<file path="config.mk">
export PLATFORM = sky130hd
export DESIGN_NAME = io_out_uart
export DESIGN_NICKNAME = d
export VERILOG_FILES = /design/src/rtl/io_uart_pkg.sv /design/src/rtl/sync_fifo.sv /design/src/rtl/io_out_uart.sv
export SDC_FILE = /design/constraint.sdc
export NUM_CORES = 1
export LEC_CHECK = 0
export BUFFER_PORTS_ARGS = -buffer_cell sky130_fd_sc_hd__buf_2
export CAP_MARGIN = 40
export CORE_MARGIN = 3
export CORE_UTILIZATION = 61
export CTS_CLUSTER_SIZE = 16
export DETAILED_ROUTE_END_ITERATION = 8
export GPL_ROUTABILITY_DRIVEN = 0
export PLACE_DENSITY = 0.79
export SLEW_MARGIN = 20
export SYNTH_ARGS = -nofsm -noshare
export SYNTH_HDL_FRONTEND = slang
export SYNTH_SLANG_ARGS = --single-unit
export TNS_END_PERCENT = 5
</file>
<file path="constraint.sdc">
create_clock -name clock -period 4.73 [get_ports clock]
set_input_delay 0.473 -clock clock [delete_from_list [all_inputs] [get_ports clock]]
set_output_delay 0.473 -clock clock [all_outputs]
set_load 0.02 [all_outputs]
</file>
<file path="src/rtl/io_uart_pkg.sv">
// rtl/io_uart_pkg.sv - shared transmit FSM encoding and 8N1 frame constants
package io_uart_pkg;

    typedef enum logic [1:0] {
        IDLE  = 2'd0,
        START = 2'd1,
        DATA  = 2'd2,
        STOP  = 2'd3
    } tx_state_e;

    localparam logic START_BIT      = 1'b0;
    localparam logic STOP_BIT       = 1'b1;
    localparam int   DATA_BITS      = 8;
    localparam int   BYTES_PER_WORD = 4;

endpackage

</file>
<file path="src/rtl/sync_fifo.sv">
// rtl/sync_fifo.sv - synchronous show-ahead FIFO with push/pop/full/empty/count
module sync_fifo #(
    parameter int WIDTH = 32,
    parameter int DEPTH = 4,
    localparam int PW = $clog2(DEPTH),
    localparam int CW = $clog2(DEPTH + 1)
) (
    input  logic             clk_i,
    input  logic             rst_i,
    input  logic             push_i,
    input  logic             pop_i,
    input  logic [WIDTH-1:0] wdata_i,
    output logic [WIDTH-1:0] rdata_o,
    output logic             full_o,
    output logic             empty_o,
    output logic [CW-1:0]    count_o
);

    logic [WIDTH-1:0] mem_q [DEPTH];
    logic [PW-1:0]    wr_ptr_q;
    logic [PW-1:0]    rd_ptr_q;
    logic [CW-1:0]    count_q;
    logic             wr_en;

    // A pop on the same edge frees a slot, so a push into a full FIFO still lands.
    assign full_o  = (count_q == CW'(DEPTH));
    assign empty_o = (count_q == '0);
    assign wr_en   = push_i && (!full_o || pop_i);
    assign rdata_o = mem_q[rd_ptr_q];
    assign count_o = count_q;

    // Storage array; contents are don't-care until written, so no reset.
    always_ff @(posedge clk_i) begin
        if (wr_en) begin
            mem_q[wr_ptr_q] <= wdata_i;
        end
    end

    // Pointers wrap naturally because DEPTH is a power of two.
    always_ff @(posedge clk_i) begin
        if (rst_i) begin
            wr_ptr_q <= '0;
            rd_ptr_q <= '0;
            count_q  <= '0;
        end else begin
            if (wr_en) begin
                wr_ptr_q <= wr_ptr_q + PW'(1);
            end
            if (pop_i) begin
                rd_ptr_q <= rd_ptr_q + PW'(1);
            end
            case ({wr_en, pop_i})
                2'b10:   count_q <= count_q + CW'(1);
                2'b01:   count_q <= count_q - CW'(1);
                default: count_q <= count_q;
            endcase
        end
    end

endmodule

</file>
<file path="src/rtl/io_out_uart.sv">
// rtl/io_out_uart.sv - captures changes of a 32-bit output word and sends them as 8N1 UART bytes
module io_out_uart
    import io_uart_pkg::*;
#(
    parameter int CLKS_PER_BIT = 10,
    parameter int FIFO_DEPTH   = 4
) (
    input  logic        clock,
    input  logic        reset,
    input  logic [31:0] io_in,
    output logic        io_tx,
    output logic        io_busy,
    output logic        io_overflow,
    output logic [4:0]  io_count
);

    localparam int          CW            = $clog2(FIFO_DEPTH + 1);
    localparam logic [15:0] BAUD_LAST     = 16'(CLKS_PER_BIT - 1);
    localparam logic [2:0]  BIT_IDX_LAST  = 3'(DATA_BITS - 1);
    localparam logic [1:0]  BYTE_IDX_LAST = 2'(BYTES_PER_WORD - 1);

    tx_state_e   state_q, state_d;
    logic [31:0] prev_q;
    logic [31:0] shift_q, shift_d;
    logic [15:0] baud_q, baud_d;
    logic [2:0]  bit_q, bit_d;
    logic [1:0]  byte_q, byte_d;
    logic        tx_q, tx_d;
    logic        ovf_q, ovf_d;
    logic        push, pop, baud_done;
    logic        fifo_full, fifo_empty;
    logic [31:0] fifo_rdata;
    logic [CW-1:0] fifo_count;

    assign push      = (io_in != prev_q);
    assign baud_done = (baud_q == BAUD_LAST);
    assign ovf_d     = ovf_q | (push & fifo_full & ~pop);

    sync_fifo #(
        .WIDTH (32),
        .DEPTH (FIFO_DEPTH)
    ) u_fifo (
        .clk_i   (clock),
        .rst_i   (reset),
        .push_i  (push),
        .pop_i   (pop),
        .wdata_i (io_in),
        .rdata_o (fifo_rdata),
        .full_o  (fifo_full),
        .empty_o (fifo_empty),
        .count_o (fifo_count)
    );

    // Change detector and sticky drop flag; a dropped word still updates prev_q.
    always_ff @(posedge clock) begin
        if (reset) begin
            prev_q <= '0;
            ovf_q  <= 1'b0;
        end else begin
            prev_q <= io_in;
            ovf_q  <= ovf_d;
        end
    end

    // Next-state for the framer; the shift register moves one bit per data bit period.
    always_comb begin
        state_d = state_q;
        baud_d  = baud_q;
        bit_d   = bit_q;
        byte_d  = byte_q;
        shift_d = shift_q;
        pop     = 1'b0;
        case (state_q)
            IDLE: begin
                if (!fifo_empty) begin
                    pop     = 1'b1;
                    shift_d = fifo_rdata;
                    baud_d  = '0;
                    bit_d   = '0;
                    byte_d  = '0;
                    state_d = START;
                end
            end
            START: begin
                if (baud_done) begin
                    baud_d  = '0;
                    bit_d   = '0;
                    state_d = DATA;
                end else begin
                    baud_d = baud_q + 16'd1;
                end
            end
            DATA: begin
                if (baud_done) begin
                    baud_d  = '0;
                    shift_d = {1'b0, shift_q[31:1]};
                    if (bit_q == BIT_IDX_LAST) begin
                        state_d = STOP;
                    end else begin
                        bit_d = bit_q + 3'd1;
                    end
                end else begin
                    baud_d = baud_q + 16'd1;
                end
            end
            STOP: begin
                if (baud_done) begin
                    baud_d = '0;
                    if (byte_q == BYTE_IDX_LAST) begin
                        state_d = IDLE;
                    end else begin
                        byte_d  = byte_q + 2'd1;
                        state_d = START;
                    end
                end else begin
                    baud_d = baud_q + 16'd1;
                end
            end
            default: state_d = IDLE;
        endcase
        // Line level follows the state being entered so io_tx stays registered.
        case (state_d)
            START:   tx_d = START_BIT;
            DATA:    tx_d = shift_d[0];
            default: tx_d = STOP_BIT;
        endcase
    end

    // Framer state register; reset aborts any frame and returns the line to idle.
    always_ff @(posedge clock) begin
        if (reset) begin
            state_q <= IDLE;
            baud_q  <= '0;
            bit_q   <= '0;
            byte_q  <= '0;
            shift_q <= '0;
            tx_q    <= STOP_BIT;
        end else begin
            state_q <= state_d;
            baud_q  <= baud_d;
            bit_q   <= bit_d;
            byte_q  <= byte_d;
            shift_q <= shift_d;
            tx_q    <= tx_d;
        end
    end

    assign io_tx       = tx_q;
    assign io_busy     = (state_q != IDLE) || !fifo_empty;
    assign io_overflow = ovf_q;
    assign io_count    = 5'(fifo_count);

endmodule

</file>
* After elaboration in Yosys (flattened, before gate mapping)
Memories as Yosys holds them, arrays and structs flattened. A register that Yosys moved wholly into a read port is not among the register bits.
Cells that the tools add are included.
** Storage, ports and cells
- Flip-flop bits (word level) :: 96
- Memory bits (writable) :: 128
- Input bits :: 34
- Output and inout port bits :: 8
- Memories kept :: 1
** Memories
- u_fifo.mem_q :: depth 4, bits a word 32, read ports 1, clocked after Yosys merged registers in 1, wr ports 1, line sync_fifo.sv:19 : logic [WIDTH-1:0] mem_q [DEPTH];
** Cells by class
- Add/sub/neg operators :: 7
- Eq/ne operators :: 18
- Multiplexer cells :: 30
- Bitwise operators :: 4
- Reductions and logical operators :: 16
** Operators by type and width (number)
- two-way mux 32 bit :: 2
- one-hot mux 32 bit (2 select lines) :: 1
- two-way mux 16 bit :: 2
- != test 32 bit :: 1
- one-hot mux 16 bit (2 select lines) :: 1
- two-way mux 2 bit :: 10
- adder 16 x 1 -> 16 bit, second input constant :: 1
- == test 16 x 4 -> 1 bit, second input constant :: 1
- two-way mux 3 bit :: 4
- != test 2 bit, second input constant :: 6
- == test 2 bit, second input constant :: 5
- one-hot mux 3 bit (3 select lines) :: 1
- one-hot mux 2 bit (4 select lines) :: 1
- nonzero test 2 bit :: 4
- adder 2 x 1 -> 2 bit, second input constant :: 3
- adder 3 x 1 -> 3 bit, second input constant :: 2
- == test 2 x 1 -> 1 bit, second input constant :: 3
- == test 3 bit, second input constant :: 2
- one-hot mux 3 bit (2 select lines) :: 1
- two-way mux 1 bit :: 5
- AND reduction 5 bit :: 1
- one-hot mux 2 bit (2 select lines) :: 1
- AND reduction 4 bit :: 1
- logical NOT 3 bit :: 1
- other kinds (12) :: 15

* Longest topological paths before layout
- Word-level depth :: 7
- Depth in mapped cells :: 9
- Depth with buffers taken out :: 9

* Cells and area by module
From an unflattened synthesis, not the netlist that was laid out.
** Second synthesis, totals
- Cells, all modules :: 650
- Area, all modules :: 9007.4 um^2
** By module, submodules not included
- sync_fifo :: instances 1, cells each 225, area an instance 5157.4 um^2, seq. area each 4023.9 um^2
- io_out_uart :: instances 1, cells each 425, area an instance 3849.9 um^2, seq. area each 1781.7 um^2

* Least setup slack after synthesis
OpenSTA, ideal clock, no wires.
- Path type :: flip-flop to flip-flop
- Start point :: register state_q[0]
- End point :: memory u_fifo.mem_q[0][0] (enable)
- Arrival time :: 1.993 ns
- Required time :: 4.338 ns
- Path slack :: 2.345 ns
- Cell stages (with the launch flop) :: 7
- Cells stage by stage :: dfxtp_1 buf_2 or2_4 nand2_1 nor3_1 a21oi_2 and2_1
** On the way
- Word-level cells in the longest chain between the ends :: 6
** Ends and longest elaborated chain
- start: declaration :: line io_out_uart.sv:22 : tx_state_e state_q, state_d;
- start signal: assignment :: line io_out_uart.sv:139 : state_q <= state_d;
- logical NOT 2 bit :: line io_out_uart.sv:73 : case (state_q)
- two-way mux 1 bit :: line io_out_uart.sv:73
- logical OR 1 bit :: line sync_fifo.sv:28 : assign wr_en = push_i && (!full_o || pop_i);
- logical AND 1 bit :: line sync_fifo.sv:28
- two-way mux 1 bit :: line sync_fifo.sv:34 : if (wr_en) begin
- two-way mux 1 bit (not written as such) :: line sync_fifo.sv:35 : mem_q[wr_ptr_q] <= wdata_i;
- end: declaration :: line sync_fifo.sv:19
No other way between the ends.

* Final worst setup path
- Start point :: register state_q[1]
- End point :: register u_fifo.count_q[2], in the netlist u_fifo.count_o[2]
** On the way
- Word-level cells in the longest chain between the ends :: 6
** Ends and longest elaborated chain
- logical NOT 2 bit (*) :: line io_out_uart.sv:73
- two-way mux 1 bit (*) :: line io_out_uart.sv:73
- logical OR 1 bit :: line sync_fifo.sv:28
- logical AND 1 bit :: line sync_fifo.sv:28
- == test 2 x 1 -> 1 bit / == test 2 bit (equally long branches) :: line sync_fifo.sv:52 : case ({wr_en, pop_i})
- one-hot mux 3 bit (2 select lines) / nonzero test 2 bit (equally long branches)
- end signal: assignment :: line sync_fifo.sv:53 : 2'b10: count_q <= count_q + CW'(1);
- end signal: assignment :: line sync_fifo.sv:54 : 2'b01: count_q <= count_q - CW'(1);
- end signal: assignment :: line sync_fifo.sv:55 : default: count_q <= count_q;
- end: declaration :: line sync_fifo.sv:22 : logic [CW-1:0] count_q;
Mark *: on every way between the ends. The rest lies on a longest branch, timed or not.
A chain may end at the register's enable or synchronous reset.

==> metrics.yaml <==
outcome:
  status: "completed"
clock_network:
  htree_levels: 1
  clock-sinks: 226
  clock_latency_ns: 0.52
  cts_buffers: 23
  root_buffer: "clkbuf_16"
  cts_resized: 0
  cts.reportedPaths.clkPinSlew_ns: 0.06
  postCtsSetupRepairBufs: 0
  cts_max_path_buffers: 3
  cts_tree: "done"
  cts-hold-fix-buffers: 0
route:
  vias_per_cell: 5.999
  drc: 0
  vias: 5273
  ant_nets: 0
  post_drt_wl_per_cell_um: 19.98
  dr.pass1.iters: 5
  wl_um: 17570
  drt_iter0_markers: 426
floorplanning:
  core_area_um2: 14040
  die_height_um: 126.7
  fp-row-count: 43
  dieWidth_um: 126.7
  dieArea_um2: 16050
  start_util_pct: 63.28
  io_pins: 42
yosys:
  synth_top_family_by_area: "simple AND/OR/NAND/NOR gates"
  yosys.area_share.xor_xnor_pct: 3.548
  synth_area_um2: 8886
  synth_compound_area_share_pct: 7.998
  syn_avg_cell_area_um2: 13.86
  synth_cell_types: 53
  synthMuxAreaShare_pct: 8.744
  synth_fa_ha_area_share_pct: 1.493
  yosysSeqAreaShare_pct: 65.33
  synth_edf_count: 128
  synth_ff_type: "edfxtp_1"
  synthSimpleGateAreaFrac_pct: 10.64
  synthArstFlopShare_pct: 0
  synth_seq_cells: 226
  synthCells: 641
  ys_warn_count: 0
power:
  powerDensity_nw_per_um2: 555.9
  combinationalPowerShare_pct: 21.8
  p_seq_share_pct: 45.7
  p_switching_mw: 1.625
  leakage_nw: 3.451
  peakVddDrop_mv: 0.3618
  pwr-share-clk_pct: 32.5
  power.total_mw: 5.572
  power.share.switching_pct: 29.17
  p_int_mw: 3.946
flow_run:
  maxCapViolations: 0
setup_path:
  path_delay_family: "simple AND/OR/NAND/NOR gates"
  path_cells: "or2_4, nor2_2, buf_4, nand3_1, inv_1, fa_1, and2_1, a2bb2oi_1, mux2_1"
  end_kind: "register"
  max_stage_delay_ns: 0.60
  cp_max_fo: 24
  cp_data_arrival_time_ns: 3.27
  worstPathRequired_ns: 5.13
  critPathKind: "register to register"
  cp_num_buf_inv: 2
  critPathSlowestCell: "nor2_2"
  crit_path_start_kind: "register"
place:
  dp_hpwl_um: 10860
  place.port_buffers: 39
  placed_area_um2: 9253
  dp.cells: 836
  dp_slack_ns: 1.931
cells_and_area:
  mostFrequentLayoutCell: "edfxtp_1"
  final_area_um2: 10020
  fillers: 907
  fin_cells: 879
  area_delta_synth_final_pct: 12.79
  drive_gt1_share_pct: 19.05
  final_cell_mix: "edfxtp_1 (128), dfxtp_1 (97), a21oi_1 (47)"
  utilization_pct: 71.37
  nets: 725
global_routing:
  grt_pass1_vias: 5394
  grt-ovfl-total: 0
  antenna_found_initial: 1
  grt_max_degree: 58
  grt_pass1_wl_um: 28690
  track_usage_pct: 22.64
timing:
  tightestPinTransition_ns: 0.7747
  hold_slack_ns: 0.2039
  rsz0062_at_grt: "false"
  final_hold_viol_count: 0
  relSlewSlack_pct: 48.30
  drv_slew: 0
  fin_crit_ns: 2.875
  setup_tns_ns: 0
  post-route-period-util_pct: 60.78
  setup_viol: 0
  clock_skew_ns: 0.01128
  setup_ws_ns: 1.855
  fmax_mhz: 347.9
hold_path:
  hp-class: "input port to register"
-- metal layers --
metal	up-vias	share of wire, %	GRT usage, %
li1	2460	-	-
met1	2604	41	30.81
met2	176	50	37.76
met3	33	6.1	3.789
met4	0	2.6	7.319
met5	-	0	0
-- logic make-up after synthesis --
family,after synthesis
compound gates,110
fa+ha+maj,10
flops,226
mux,37
other cells,1
xor+xnor,36
simple gates,179
buf+inv,42
-- path summary, 6_finish.rpt --
path / startpoint / slack, ns / cells after the start / end
worst max-delay path: state_q[1]$_SDFF_PP0_ / 1.86 / 9 / u_fifo.count_o[2]$_SDFFE_PP0P_
worst min-delay path: io_in[20] / 0.20 / 1 / u_fifo.mem_q[3][20]$_DFFE_PP_
worst max register to register: state_q[1]$_SDFF_PP0_ / 1.86 / 9 / u_fifo.count_o[2]$_SDFFE_PP0P_
worst min register to register: shift_q[21]$_SDFFE_PP0P_ / 0.46 / 2 / shift_q[21]$_SDFFE_PP0P_
-- registers in the layout (all words and copies together), names as in the netlist, named ones only --
register and flops:
u_fifo.rd_ptr_q 2, state_q 2, prev_q 32, baud_q 16, u_fifo.mem_q 128, byte_q 2
io_overflow 1, bit_q 3, u_fifo.count_o 3, u_fifo.wr_ptr_q 2, shift_q 32, io_tx 1
-- power by group through the flow --
stage                     combinational [mW]  sequential (mW)  clock [mW]
after floorplan                        0.960             2.50           0
after global placement                  1.17             2.57           0
after detailed placement                1.21             2.59           0
after CTS                               1.22             2.55        1.84
after global routing                    1.33             2.58        1.92
final                                   1.21             2.55        1.81
-- final cells by class --
| class | count | area [um^2] | share of cell area [%] |
|---|---|---|---|
| Tap cell | 180 | 225.2 | 2.247 |
| Timing Repair Buffer | 49 | 295.3 | 2.946 |
| Clock buffer | 30 | 631.9 | 6.305 |
| Antenna cell | 1 | 2.502 | 0.02497 |
| Inverter | 7 | 26.28 | 0.2622 |
| Clock inverter | 12 | 135.1 | 1.348 |
| Sequential cell | 226 | 5807 | 57.94 |
| Multi-Input combinational cell | 374 | 2899 | 28.93 |
-- Yosys cell counts (5+ instances only) --
library cell	number	share of area [%]
a21oi_1	47	2.6
edfxtp_1	128	43
clkbuf_1	17	0.72
dfxtp_1	98	22
buf_4	6	0.51
mux4_2	32	8.1
nand4_1	8	0.56
a311oi_1	5	0.49
and2_1	6	0.42
nand2_1	46	1.9
o21ai_0	7	0.39
ha_1	9	1.3
a22oi_1	31	2.6
nand3_1	11	0.62
nor3b_1	6	0.51
nor2_1	39	1.6
nor2b_1	35	2.5
inv_1	7	0.30
xnor2_1	35	3.4
buf_2	12	0.68
Power figures use the tool's default switching activity.
